**src/rtl/fft_pkg.sv**
```systemverilog
// Shared widths, pairing phase encoding and the fixed-point round/saturate helpers
// used by the radix-2 butterfly datapath.
package fft_pkg;

  localparam int N       = 16;
  localparam int SIZE    = 4;
  localparam int DW      = 16;
  localparam int TW      = 16;
  localparam int ANGLE_W = 10;

  typedef enum logic {
    PHASE_TOP = 1'b0,
    PHASE_BOT = 1'b1
  } phase_t;

  // Arithmetic shift right by sh (sh >= 1) with round-half-up.
  function automatic logic signed [63:0] rnd_shr(input logic signed [63:0] v, input int sh);
    return (v + (64'sd1 <<< (sh - 1))) >>> sh;
  endfunction

  // Clamp to the range of a w-bit two's complement number.
  function automatic logic signed [63:0] sat(input logic signed [63:0] v, input int w);
    logic signed [63:0] hi;
    logic signed [63:0] lo;
    hi = (64'sd1 <<< (w - 1)) - 64'sd1;
    lo = -(64'sd1 <<< (w - 1));
    if (v > hi)      return hi;
    else if (v < lo) return lo;
    else             return v;
  endfunction

endpackage

```
**src/rtl/fft_butterfly_stage_if.sv**
```systemverilog
// Butterfly stage bus: read strobe/address/angle in, RAM and twiddle ROM data in,
// stage write port and status out. slave = butterfly, master = address gen + memories.
interface fft_butterfly_stage_if #(
  parameter int SIZE = fft_pkg::SIZE,
  parameter int DW   = fft_pkg::DW,
  parameter int TW   = fft_pkg::TW
);
  import fft_pkg::*;

  logic                    en_rd_i;
  logic [SIZE-1:0]         rd_ptr_i;
  logic [ANGLE_W:0]        rd_angle_i;
  logic signed [DW-1:0]    rd_re_i;
  logic signed [DW-1:0]    rd_im_i;
  logic [ANGLE_W-1:0]      tw_addr_o;
  logic signed [TW-1:0]    tw_re_i;
  logic signed [TW-1:0]    tw_im_i;
  logic                    wr_en_o;
  logic [SIZE-1:0]         wr_addr_o;
  logic signed [DW-1:0]    wr_re_o;
  logic signed [DW-1:0]    wr_im_o;
  logic                    stage_done_o;
  logic                    busy_o;

  modport slave (
    input  en_rd_i, rd_ptr_i, rd_angle_i, rd_re_i, rd_im_i, tw_re_i, tw_im_i,
    output tw_addr_o, wr_en_o, wr_addr_o, wr_re_o, wr_im_o, stage_done_o, busy_o
  );

  modport master (
    output en_rd_i, rd_ptr_i, rd_angle_i, rd_re_i, rd_im_i, tw_re_i, tw_im_i,
    input  tw_addr_o, wr_en_o, wr_addr_o, wr_re_o, wr_im_o, stage_done_o, busy_o
  );

endinterface

```
**src/rtl/fft_cmult.sv**
```systemverilog
// P = B*W with W in Q2.(TW-2): four multipliers, rounded and saturated to DW.
// One register stage; no backpressure, accepts a new operand pair every cycle.
module fft_cmult #(
  parameter int DW = fft_pkg::DW,
  parameter int TW = fft_pkg::TW
) (
  input  logic                 clk,
  input  logic                 rst_n,
  input  logic signed [DW-1:0] b_re,
  input  logic signed [DW-1:0] b_im,
  input  logic signed [TW-1:0] w_re,
  input  logic signed [TW-1:0] w_im,
  output logic signed [DW-1:0] p_re,
  output logic signed [DW-1:0] p_im
);
  import fft_pkg::*;

  logic signed [DW+TW-1:0] rr, ii, ri, ir;
  logic signed [DW+TW:0]   acc_re, acc_im;

  assign rr = b_re * w_re;
  assign ii = b_im * w_im;
  assign ri = b_re * w_im;
  assign ir = b_im * w_re;

  assign acc_re = (DW+TW+1)'(rr) - (DW+TW+1)'(ii);
  assign acc_im = (DW+TW+1)'(ri) + (DW+TW+1)'(ir);

  always_ff @(posedge clk or negedge rst_n) begin
    if (!rst_n) begin
      p_re <= '0;
      p_im <= '0;
    end else begin
      p_re <= DW'(sat(rnd_shr(64'(acc_re), TW - 2), DW));
      p_im <= DW'(sat(rnd_shr(64'(acc_im), TW - 2), DW));
    end
  end

endmodule

```
**src/rtl/fft_butterfly_stage.sv**
```systemverilog
// Radix-2 DIT butterfly: X=(A+BW)/2 to top addr 3 cycles after the bottom read, Y one cycle later.
// No stall path: pairs at a 2-cycle cadence stream at one write per cycle.
module fft_butterfly_stage #(
  parameter int N    = fft_pkg::N,
  parameter int SIZE = fft_pkg::SIZE,
  parameter int DW   = fft_pkg::DW,
  parameter int TW   = fft_pkg::TW
) (
  input  logic                 clk,
  input  logic                 rst_n,
  fft_butterfly_stage_if.slave bus
);
  import fft_pkg::*;

  localparam logic [SIZE-1:0] LAST_PAIR = SIZE'(N / 2 - 1);

  phase_t               phase;
  logic                 start_pair, close_pair;
  logic                 vld1, vld2, vld3, pend_bot, last_wr;
  logic [SIZE-1:0]      top0, top1, bot1, top2, bot2, top3, bot3, bot_hold, pair_cnt;
  logic signed [DW-1:0] a1_re, a1_im, a2_re, a2_im, a3_re, a3_im, b2_re, b2_im;
  logic signed [TW-1:0] w1_re, w1_im, w2_re, w2_im;
  logic signed [DW-1:0] p_re, p_im, x_re, x_im, y_re, y_im, y_hold_re, y_hold_im;
  logic signed [DW:0]   sum_re, sum_im, dif_re, dif_im;
  logic                 unused_angle_msb;

  assign unused_angle_msb = bus.rd_angle_i[ANGLE_W];
  assign bus.tw_addr_o    = bus.rd_angle_i[ANGLE_W-1:0];

  // A strobe on a BOT cycle always follows a TOP strobe, so it completes a pair;
  // a TOP strobe with no successor never reaches vld1 and is silently dropped.
  assign start_pair = bus.en_rd_i && (phase == PHASE_TOP);
  assign close_pair = bus.en_rd_i && (phase == PHASE_BOT);

  assign bus.busy_o = vld1 | vld2 | vld3 | pend_bot | bus.wr_en_o | (pair_cnt != '0);

  fft_cmult #(.DW(DW), .TW(TW)) u_cmult (
    .clk  (clk),
    .rst_n(rst_n),
    .b_re (b2_re),
    .b_im (b2_im),
    .w_re (w2_re),
    .w_im (w2_im),
    .p_re (p_re),
    .p_im (p_im)
  );

  always_comb begin
    sum_re = (DW+1)'(a3_re) + (DW+1)'(p_re);
    sum_im = (DW+1)'(a3_im) + (DW+1)'(p_im);
    dif_re = (DW+1)'(a3_re) - (DW+1)'(p_re);
    dif_im = (DW+1)'(a3_im) - (DW+1)'(p_im);
    x_re   = DW'(rnd_shr(64'(sum_re), 1));
    x_im   = DW'(rnd_shr(64'(sum_im), 1));
    y_re   = DW'(rnd_shr(64'(dif_re), 1));
    y_im   = DW'(rnd_shr(64'(dif_im), 1));
  end

  always_ff @(posedge clk or negedge rst_n) begin
    if (!rst_n) begin
      phase            <= PHASE_TOP;
      top0             <= '0;
      vld1             <= 1'b0;
      vld2             <= 1'b0;
      vld3             <= 1'b0;
      {top1, bot1, top2, bot2, top3, bot3, bot_hold} <= '0;
      {a1_re, a1_im, a2_re, a2_im, a3_re, a3_im, b2_re, b2_im} <= '0;
      {w1_re, w1_im, w2_re, w2_im} <= '0;
      y_hold_re        <= '0;
      y_hold_im        <= '0;
      pend_bot         <= 1'b0;
      last_wr          <= 1'b0;
      pair_cnt         <= '0;
      bus.wr_en_o      <= 1'b0;
      bus.wr_addr_o    <= '0;
      bus.wr_re_o      <= '0;
      bus.wr_im_o      <= '0;
      bus.stage_done_o <= 1'b0;
    end else begin
      phase <= start_pair ? PHASE_BOT : PHASE_TOP;
      if (start_pair) top0 <= bus.rd_ptr_i;

      // RAM/ROM data for the top address arrives with the bottom strobe.
      vld1 <= close_pair;
      if (close_pair) begin
        a1_re <= bus.rd_re_i;
        a1_im <= bus.rd_im_i;
        w1_re <= bus.tw_re_i;
        w1_im <= bus.tw_im_i;
        top1  <= top0;
        bot1  <= bus.rd_ptr_i;
      end

      vld2 <= vld1;
      if (vld1) begin
        b2_re <= bus.rd_re_i;
        b2_im <= bus.rd_im_i;
        a2_re <= a1_re;
        a2_im <= a1_im;
        w2_re <= w1_re;
        w2_im <= w1_im;
        top2  <= top1;
        bot2  <= bot1;
      end

      vld3 <= vld2;
      if (vld2) begin
        a3_re <= a2_re;
        a3_im <= a2_im;
        top3  <= top2;
        bot3  <= bot2;
      end

      last_wr          <= 1'b0;
      bus.stage_done_o <= last_wr;

      // vld3 pulses at most every other cycle, so it never collides with pend_bot.
      if (vld3) begin
        bus.wr_en_o   <= 1'b1;
        bus.wr_addr_o <= top3;
        bus.wr_re_o   <= x_re;
        bus.wr_im_o   <= x_im;
        y_hold_re     <= y_re;
        y_hold_im     <= y_im;
        bot_hold      <= bot3;
        pend_bot      <= 1'b1;
      end else if (pend_bot) begin
        bus.wr_en_o   <= 1'b1;
        bus.wr_addr_o <= bot_hold;
        bus.wr_re_o   <= y_hold_re;
        bus.wr_im_o   <= y_hold_im;
        pend_bot      <= 1'b0;
        if (pair_cnt == LAST_PAIR) begin
          pair_cnt <= '0;
          last_wr  <= 1'b1;
        end else begin
          pair_cnt <= pair_cnt + 1'b1;
        end
      end else begin
        bus.wr_en_o <= 1'b0;
      end
    end
  end

endmodule

```
**src/flat_wrapper.sv**
```systemverilog
// flat-port wrapper written by rule: the top's interface ports become plain ports
module fft_butterfly_stage_flat import fft_pkg::*;
#(
  parameter int N    = fft_pkg::N,
  parameter int SIZE = fft_pkg::SIZE,
  parameter int DW   = fft_pkg::DW,
  parameter int TW   = fft_pkg::TW
)
  (clk, rst_n, bus_en_rd_i, bus_rd_ptr_i, bus_rd_angle_i, bus_rd_re_i, bus_rd_im_i, bus_tw_re_i, bus_tw_im_i, bus_tw_addr_o, bus_wr_en_o, bus_wr_addr_o, bus_wr_re_o, bus_wr_im_o, bus_stage_done_o, bus_busy_o);
  fft_butterfly_stage_if #(.SIZE(SIZE), .DW(DW), .TW(TW)) bus_i ();
  input  logic clk;
  input  logic rst_n;
  input wire logic [$bits(bus_i.en_rd_i)-1:0] bus_en_rd_i;
  input wire logic [$bits(bus_i.rd_ptr_i)-1:0] bus_rd_ptr_i;
  input wire logic [$bits(bus_i.rd_angle_i)-1:0] bus_rd_angle_i;
  input wire logic [$bits(bus_i.rd_re_i)-1:0] bus_rd_re_i;
  input wire logic [$bits(bus_i.rd_im_i)-1:0] bus_rd_im_i;
  input wire logic [$bits(bus_i.tw_re_i)-1:0] bus_tw_re_i;
  input wire logic [$bits(bus_i.tw_im_i)-1:0] bus_tw_im_i;
  output wire logic [$bits(bus_i.tw_addr_o)-1:0] bus_tw_addr_o;
  output wire logic [$bits(bus_i.wr_en_o)-1:0] bus_wr_en_o;
  output wire logic [$bits(bus_i.wr_addr_o)-1:0] bus_wr_addr_o;
  output wire logic [$bits(bus_i.wr_re_o)-1:0] bus_wr_re_o;
  output wire logic [$bits(bus_i.wr_im_o)-1:0] bus_wr_im_o;
  output wire logic [$bits(bus_i.stage_done_o)-1:0] bus_stage_done_o;
  output wire logic [$bits(bus_i.busy_o)-1:0] bus_busy_o;
  assign bus_i.en_rd_i = bus_en_rd_i;
  assign bus_i.rd_ptr_i = bus_rd_ptr_i;
  assign bus_i.rd_angle_i = bus_rd_angle_i;
  assign bus_i.rd_re_i = bus_rd_re_i;
  assign bus_i.rd_im_i = bus_rd_im_i;
  assign bus_i.tw_re_i = bus_tw_re_i;
  assign bus_i.tw_im_i = bus_tw_im_i;
  assign bus_tw_addr_o = bus_i.tw_addr_o;
  assign bus_wr_en_o = bus_i.wr_en_o;
  assign bus_wr_addr_o = bus_i.wr_addr_o;
  assign bus_wr_re_o = bus_i.wr_re_o;
  assign bus_wr_im_o = bus_i.wr_im_o;
  assign bus_stage_done_o = bus_i.stage_done_o;
  assign bus_busy_o = bus_i.busy_o;
  fft_butterfly_stage #(.N(N), .SIZE(SIZE), .DW(DW), .TW(TW)) u_core (.clk(clk), .rst_n(rst_n), .bus(bus_i));
endmodule
```
**config.mk**
```make
export PLATFORM = sky130hd
export DESIGN_NAME = fft_butterfly_stage_flat
export DESIGN_NICKNAME = d
export VERILOG_FILES = /design/src/rtl/fft_pkg.sv /design/src/rtl/fft_butterfly_stage_if.sv /design/src/rtl/fft_cmult.sv /design/src/rtl/fft_butterfly_stage.sv /design/src/flat_wrapper.sv
export SDC_FILE = /design/constraint.sdc
export NUM_CORES = 2
export LEC_CHECK = 0
export ABC_AREA = 1
export BUFFER_PORTS_ARGS = -buffer_cell sky130_fd_sc_hd__buf_2
export CELL_PAD_IN_SITES_DETAIL_PLACEMENT = 0
export CELL_PAD_IN_SITES_GLOBAL_PLACEMENT = 2
export CORE_UTILIZATION = 37
export CTS_CLUSTER_SIZE = 25
export DETAILED_ROUTE_END_ITERATION = 10
export GPL_TIMING_DRIVEN = 0
export HOLD_SLACK_MARGIN = 0.02
export PLACE_DENSITY = 0.86
export SLEW_MARGIN = 10
export SYNTH_ARGS = -nofsm -noshare
export SYNTH_HDL_FRONTEND = slang
export SYNTH_HIERARCHICAL = 1
export SYNTH_SLANG_ARGS = --single-unit
```
**constraint.sdc**
```tcl
create_clock -name clk -period 6.9 [get_ports clk]
set_clock_uncertainty 0.15 [all_clocks]
set_input_delay 0.69 -clock clk [delete_from_list [all_inputs] [get_ports clk]]
set_output_delay 0.69 -clock clk [all_outputs]
set_load 0.02 [all_outputs]
```
-- Word level (Yosys, flattened, before mapping)
Index checks and enable logic that the tools add are counted.
- register bits: 336
- bits in latches: 0
- RAM bits: 0
- ROM bits: 0
- output and inout port bits: 49
- logic and storage cells: 88
- memories kept: 0
- $add $sub $neg: 13
- multiply operators: 4
- divide/modulo/power cells: 0
- magnitude comparators: 4
- equal/unequal tests: 1
- shifts and indexed selects: 0
- mux-type cells: 18
- bitwise operators: 7
- reductions and logical operators: 5
- operator list (cell ; count):
    16-bit by 16-bit multiplier with 32-bit output ; 4
    16-bit two-way mux ; 8
    17-bit by 2-bit adder with 17-bit output, second input constant ; 4
    33-bit by 15-bit adder with 34-bit output, second input constant ; 2
    20-bit by 16-bit > comparator with 1-bit output, second input constant ; 2
    20-bit by 16-bit < comparator with 1-bit output, second input constant ; 2
    16-bit by 16-bit adder with 17-bit output ; 2
    16-bit by 16-bit subtractor with 17-bit output ; 2
    32-bit by 32-bit adder with 33-bit output ; 1
    32-bit by 32-bit subtractor with 33-bit output ; 1
    4-bit two-way mux ; 3
    1-bit two-way mux ; 7
    1-bit bitwise OR ; 5
    4-bit by 1-bit adder with 4-bit output, second input constant ; 1
    4-bit by 3-bit == test with 1-bit output, second input constant ; 1
    4-bit nonzero test ; 1
    1-bit logical AND ; 2
    1-bit inverter ; 2
    2-bit AND reduction ; 1
    2-bit nonzero test ; 1

-- Longest topological paths before layout
- word-level depth: 6
- depth in mapped cells: 36
- mapped depth without buffers: 35

-- By module
Netlist, hierarchy kept.
- modules (own cells, without submodules) (module ; times used ; cells an instance ; area each (um^2) ; seq. area each (um^2)):
    fft_cmult ; 1 ; 5335 ; 43452.9 ; 800.8
    fft_butterfly_stage ; 1 ; 1823 ; 15488.6 ; 7607.3

-- Worst setup path before layout
No wires, ideal clock.
- path type: register to register
- start point: reg u_core.w2_re[1]
- end point: reg u_core.u_cmult.p_im[10]
- arrival time: 7.010 ns
- required time: 6.633 ns
- path slack: -0.376 ns
- stages on the path, launching flop included: 29
- buffers on the path: 2
- period minus slack after synthesis: 7.276 ns
- cells stage by stage: dfrtp_1 -> clkbuf_1 -> nand2_1 -> fa_1 -> fa_1 -> inv_1 -> fa_1 -> inv_1 -> fa_1 -> inv_1 -> fa_1 -> inv_1 -> fa_1 -> fa_1 -> fa_1 -> inv_1 -> ha_1 -> inv_1 -> nor3_1 -> nand2_1 -> nor4_1 -> nand2_1 -> nand3_1 -> nand2_1 -> nor2_1 -> nand3b_1 -> nand2_2 -> buf_6 -> nand2_1
- longest elaborated chain between the ends: 6
- elaborated cells on any way between the ends: 7
- ends and longest elaborated chain (element ; RTL line ; RTL):
    from (decl) ; fft_butterfly_stage.sv:22 ; logic signed [TW-1:0] w1_re, w1_im, w2_re, w2_im;
    from (signal assigned) ; fft_butterfly_stage.sv:100 ; w2_re <= w1_re;
    16-bit by 16-bit multiplier with 32-bit output * ; fft_cmult.sv:24 ; assign ir = b_im * w_re;
    32-bit by 32-bit adder with 33-bit output * ; fft_cmult.sv:27 ; assign acc_im = (DW+TW+1)'(ri) + (DW+TW+1)'(ir);
    33-bit by 15-bit adder with 34-bit output * ; fft_pkg.sv:18 ; return (v + (64'sd1 <<< (sh - 1))) >>> sh;
    20-bit by 16-bit < comparator with 1-bit output ; fft_pkg.sv:28 ; else if (v < lo) return lo;
    16-bit two-way mux ; fft_pkg.sv:28 ;
    16-bit two-way mux * ; fft_pkg.sv:27 ; if (v > hi) return hi;
    to (signal assigned) ; fft_cmult.sv:35 ; p_im <= DW'(sat(rnd_shr(64'(acc_im), TW - 2), DW));
    to (decl) ; fft_cmult.sv:14 ; output logic signed [DW-1:0] p_im
Every way passes the cells marked *; elsewhere a longest branch is shown, timed or not.
A chain may end at the register's enable or synchronous reset.

-- Final worst setup path
- start point: reg u_core.b2_re[15]
- end point: reg u_core.u_cmult.p_im[7]
- longest elaborated chain between the ends: 6
- elaborated cells on any way between the ends: 7
- ends and longest elaborated chain (element ; RTL line ; RTL):
    from (decl) ; fft_butterfly_stage.sv:21 ; logic signed [DW-1:0] a1_re, a1_im, a2_re, a2_im, a3_re, a3_im, b2_re, b2_im;
    from (signal assigned) ; fft_butterfly_stage.sv:96 ; b2_re <= bus.rd_re_i;
    16-bit by 16-bit multiplier with 32-bit output * ; fft_cmult.sv:23 ; assign ri = b_re * w_im;
    32-bit by 32-bit adder with 33-bit output * ; fft_cmult.sv:27 ;
    33-bit by 15-bit adder with 34-bit output * ; fft_pkg.sv:18 ;
    20-bit by 16-bit < comparator with 1-bit output ; fft_pkg.sv:28 ;
    16-bit two-way mux ; fft_pkg.sv:28 ;
    16-bit two-way mux * ; fft_pkg.sv:27 ;
Marked as above.

==> results.yml <==
run_status:
  status: "finished, violations left"
  violations: "setup timing"
synth:
  synth_warnings: 6
  ys_seq_elements: 336
  netlist_instances: 7158
  synth_common_cells: "2164 x inv_1, 1853 x nand2_1, 1196 x fa_1, 396 x ha_1, 336 x dfrtp_1"
  synth_cell_type_count: 42
  yosysTopAreaCell: "fa_1"
  synth_most_common_cell: "inv_1"
  synth_flop_cell: "dfrtp_1"
  async_flop_share: 1.00
  synthesis.area_um2: 58900
  synth_edf_count: 0
  synth_top_area_share: 0.406
  synth_seq_area_share: 0.143
  synth_nets: 8832
  syn_area_per_cell_um2: 8.23
  yosys-top-cells-area: "fa_1 41%, dfrtp_1 14%, inv_1 14%, nand2_1 12%, ha_1 8.4%"
setup_path:
  crit_fanout: 6
  startpoint_type: "flip-flop"
  crit_type: "reg2reg"
  crit_arrival_ns: 8.49
  critical_path.endpoint_type: "flip-flop"
  max_stage_delay_ns: 0.65
  cp_num_buf_inv: 10
  cpMostUsedCell: "fa_1"
  slowest_stage: "fa_2"
  path_delay_family: "adder cells"
  crit_required_ns: 7.28
clock_tree:
  htree_levels: 1
  cts_tree: "built"
  clk_path_buf_depth: 3
  numClockSinks: 336
  clk_latency_ns: 0.60
  clk_pin_slew_worst_paths_ns: 0.07
  cts-root-buf: "clkbuf_16"
  cts_made_buffers: 31
floorplanning:
  start_util: 0.373
  rows: 146
  dieHeight_um: 401
  die-area_um2: 161000
  core_area_um2: 158000
  io_pins: 131
  die_w_um: 401
place:
  place.gp.congestion: 1.02
  place_ws_ns: -2.60
  dp_hpwl_um: 177000
  io_buffers: 119
sta:
  hold_viol_final: 0
  setup_slack_ns: -1.21
  timing.final.crit_share: 1.18
  slew_violations: 0
  worst_slew_pin_slew_ns: 0.912
  rsz0062_at_grt: "true"
  min_period_ns: 8.11
  setup_violations: 32
  max_freq_mhz: 123
  whs_ns: 0.145
  timing.slew.headroom: 0.392
global_routing:
  grt_antenna_before_repair: 11
  grt_usage: 0.269
  grt_pass1_wl_um: 315000
  grt_max_degree: 105
  grt.overflow.total: 0
  grt_pass1_vias: 48056
routing:
  drt_iter0_markers: 3451
  routed_wl_um: 213000
  vias: 46241
  routedWlPerCell_um: 22.3
  vias_per_cell: 4.85
  first_pass_iters: 6
  drc: 0
  drtAntennaViolNets: 0
job:
  cap_violations: 0
worst_hold_path:
  holdCritPathClass: "in2reg"
finish:
  synthToLayoutAreaGrowth_pct: 12.8
  fin_util: 0.420
  finalNetCount: 9106
  drive_above_1_share: 0.126
==> state kept, by name, indices dropped and copies added, names as in the netlist, 16 cells and up <==
signal	flops
u_core/a1_im	16
u_core/a1_re	16
u_core/a2_im	16
u_core/a2_re	16
u_core/a3_im	16
u_core/a3_re	16
u_core/b2_im	16
u_core/b2_re	16
u_core/bus.wr_im_o	16
u_core/bus.wr_re_o	16
u_core/u_cmult/p_im	16
u_core/u_cmult/p_re	16
u_core/w1_im	16
u_core/w1_re	16
u_core/w2_im	16
u_core/w2_re	16
u_core/y_hold_im	16
u_core/y_hold_re	16
==> through the flow <==
| step | instances | cell area [µm²] | setup TNS, ns |
|---|---|---|---|
| floorplan | 7158 | 59200 | -0.510 |
| CTS | 9464 | 65100 | -35.05 |
| global placement | 9349 | 62400 | -529.14 |
| finish | 9535 | 66500 | -34.60 |
| global route | 9527 | 66400 | -40.58 |
| detailed placement | 9353 | 62500 | -70.97 |
==> worst register-to-register path, delay by kind of cell (launching register included) <==
kind	cells	cell delay, ns
DFF	1	0.58
and+or+nand+nor	9	1.39
adders and majority gates	9	4.43
AOI/OAI and AO/OA	2	0.39
buffers and inverters	10	1.10
==> worst paths after layout <==
path | slack, ns | end | cells after the start | startpoint
setup / recovery | -1.21 | u_core/u_cmult/p_im[7] | 30 | u_core/b2_re[15]
hold / removal | 0.14 | u_core/w1_re[1] | 3 | bus_tw_re_i[1]
setup reg to reg | -1.21 | u_core/u_cmult/p_im[7] | 30 | u_core/b2_re[15]
hold reg to reg | 0.21 | u_core/bus.stage_done_o | 0 | u_core/last_wr
max in group asynchronous | 4.27 | u_core/w2_re[7] | 5 | rst_n
min in group asynchronous | 0.50 | u_core/a3_im[15] | 2 | rst_n
==> final cells by class <==
class,count,area (µm²)
flip-flops and latches,336,8500
plain buffers,261,1770
multi-input cells,4387,42500
clock inverters,17,300
fillers,16098,91700
inverters,2172,8200
well taps,2072,2590
clock buffers,39,846
repair buffers,243,1770
diodes,8,20.0
==> cell families after synthesis <==
kind of cell / count (synthesis) / synth area share
AND/OR/NAND/NOR: 2320 / 0.155
flip-flops: 336 / 0.143
XOR/XNOR: 54 / 0.00802
multiplexers: 75 / 0.0143
adder cells (fa/ha/maj): 1592 / 0.490
AO/OA/AOI/OAI: 346 / 0.0325
buffers and inverters: 2435 / 0.158
==> repair_timing <==
item / in CTS / in global routing
pin swaps: 44 / 87
endpoints found under the hold margin: 73 / 0
gates resized for setup: 406 / 377
cloned: 1 / 3
buffers inserted: 53 / 66
setup endpoints to repair: 32 / 32
hold buffers: 1 / 0
==> layer usage <==
layer	global-route usage	routed length, µm
met3	0.0477	16500
met2	0.437	98300
met5	0	56
met1	0.354	86600
met4	0.115	11300
==> placed cells by master, fill, tap and decap left out, types with 36 or more instances in the layout <==
| cell | netlist | layout |
|---|---|---|
| a21oi_1 | 150 | 130 |
| buf_2 | 31 | 163 |
| buf_4 | 14 | 128 |
| buf_6 | 7 | 38 |
| clkbuf_2 | 0 | 70 |
| clkbuf_4 | 0 | 53 |
| dfrtp_1 | 336 | 287 |
| dfrtp_2 | 0 | 36 |
| fa_1 | 1196 | 1168 |
| ha_1 | 396 | 362 |
| inv_1 | 2164 | 2127 |
| mux2_2 | 75 | 75 |
| nand2_1 | 1853 | 1780 |
| nand2_2 | 8 | 51 |
| nand3_1 | 137 | 130 |
| nor2_1 | 232 | 206 |
| o21ai_0 | 121 | 113 |
Power is not shown: default switching activity piles up to over one toggle a cycle in this logic, so the estimate is an artifact.
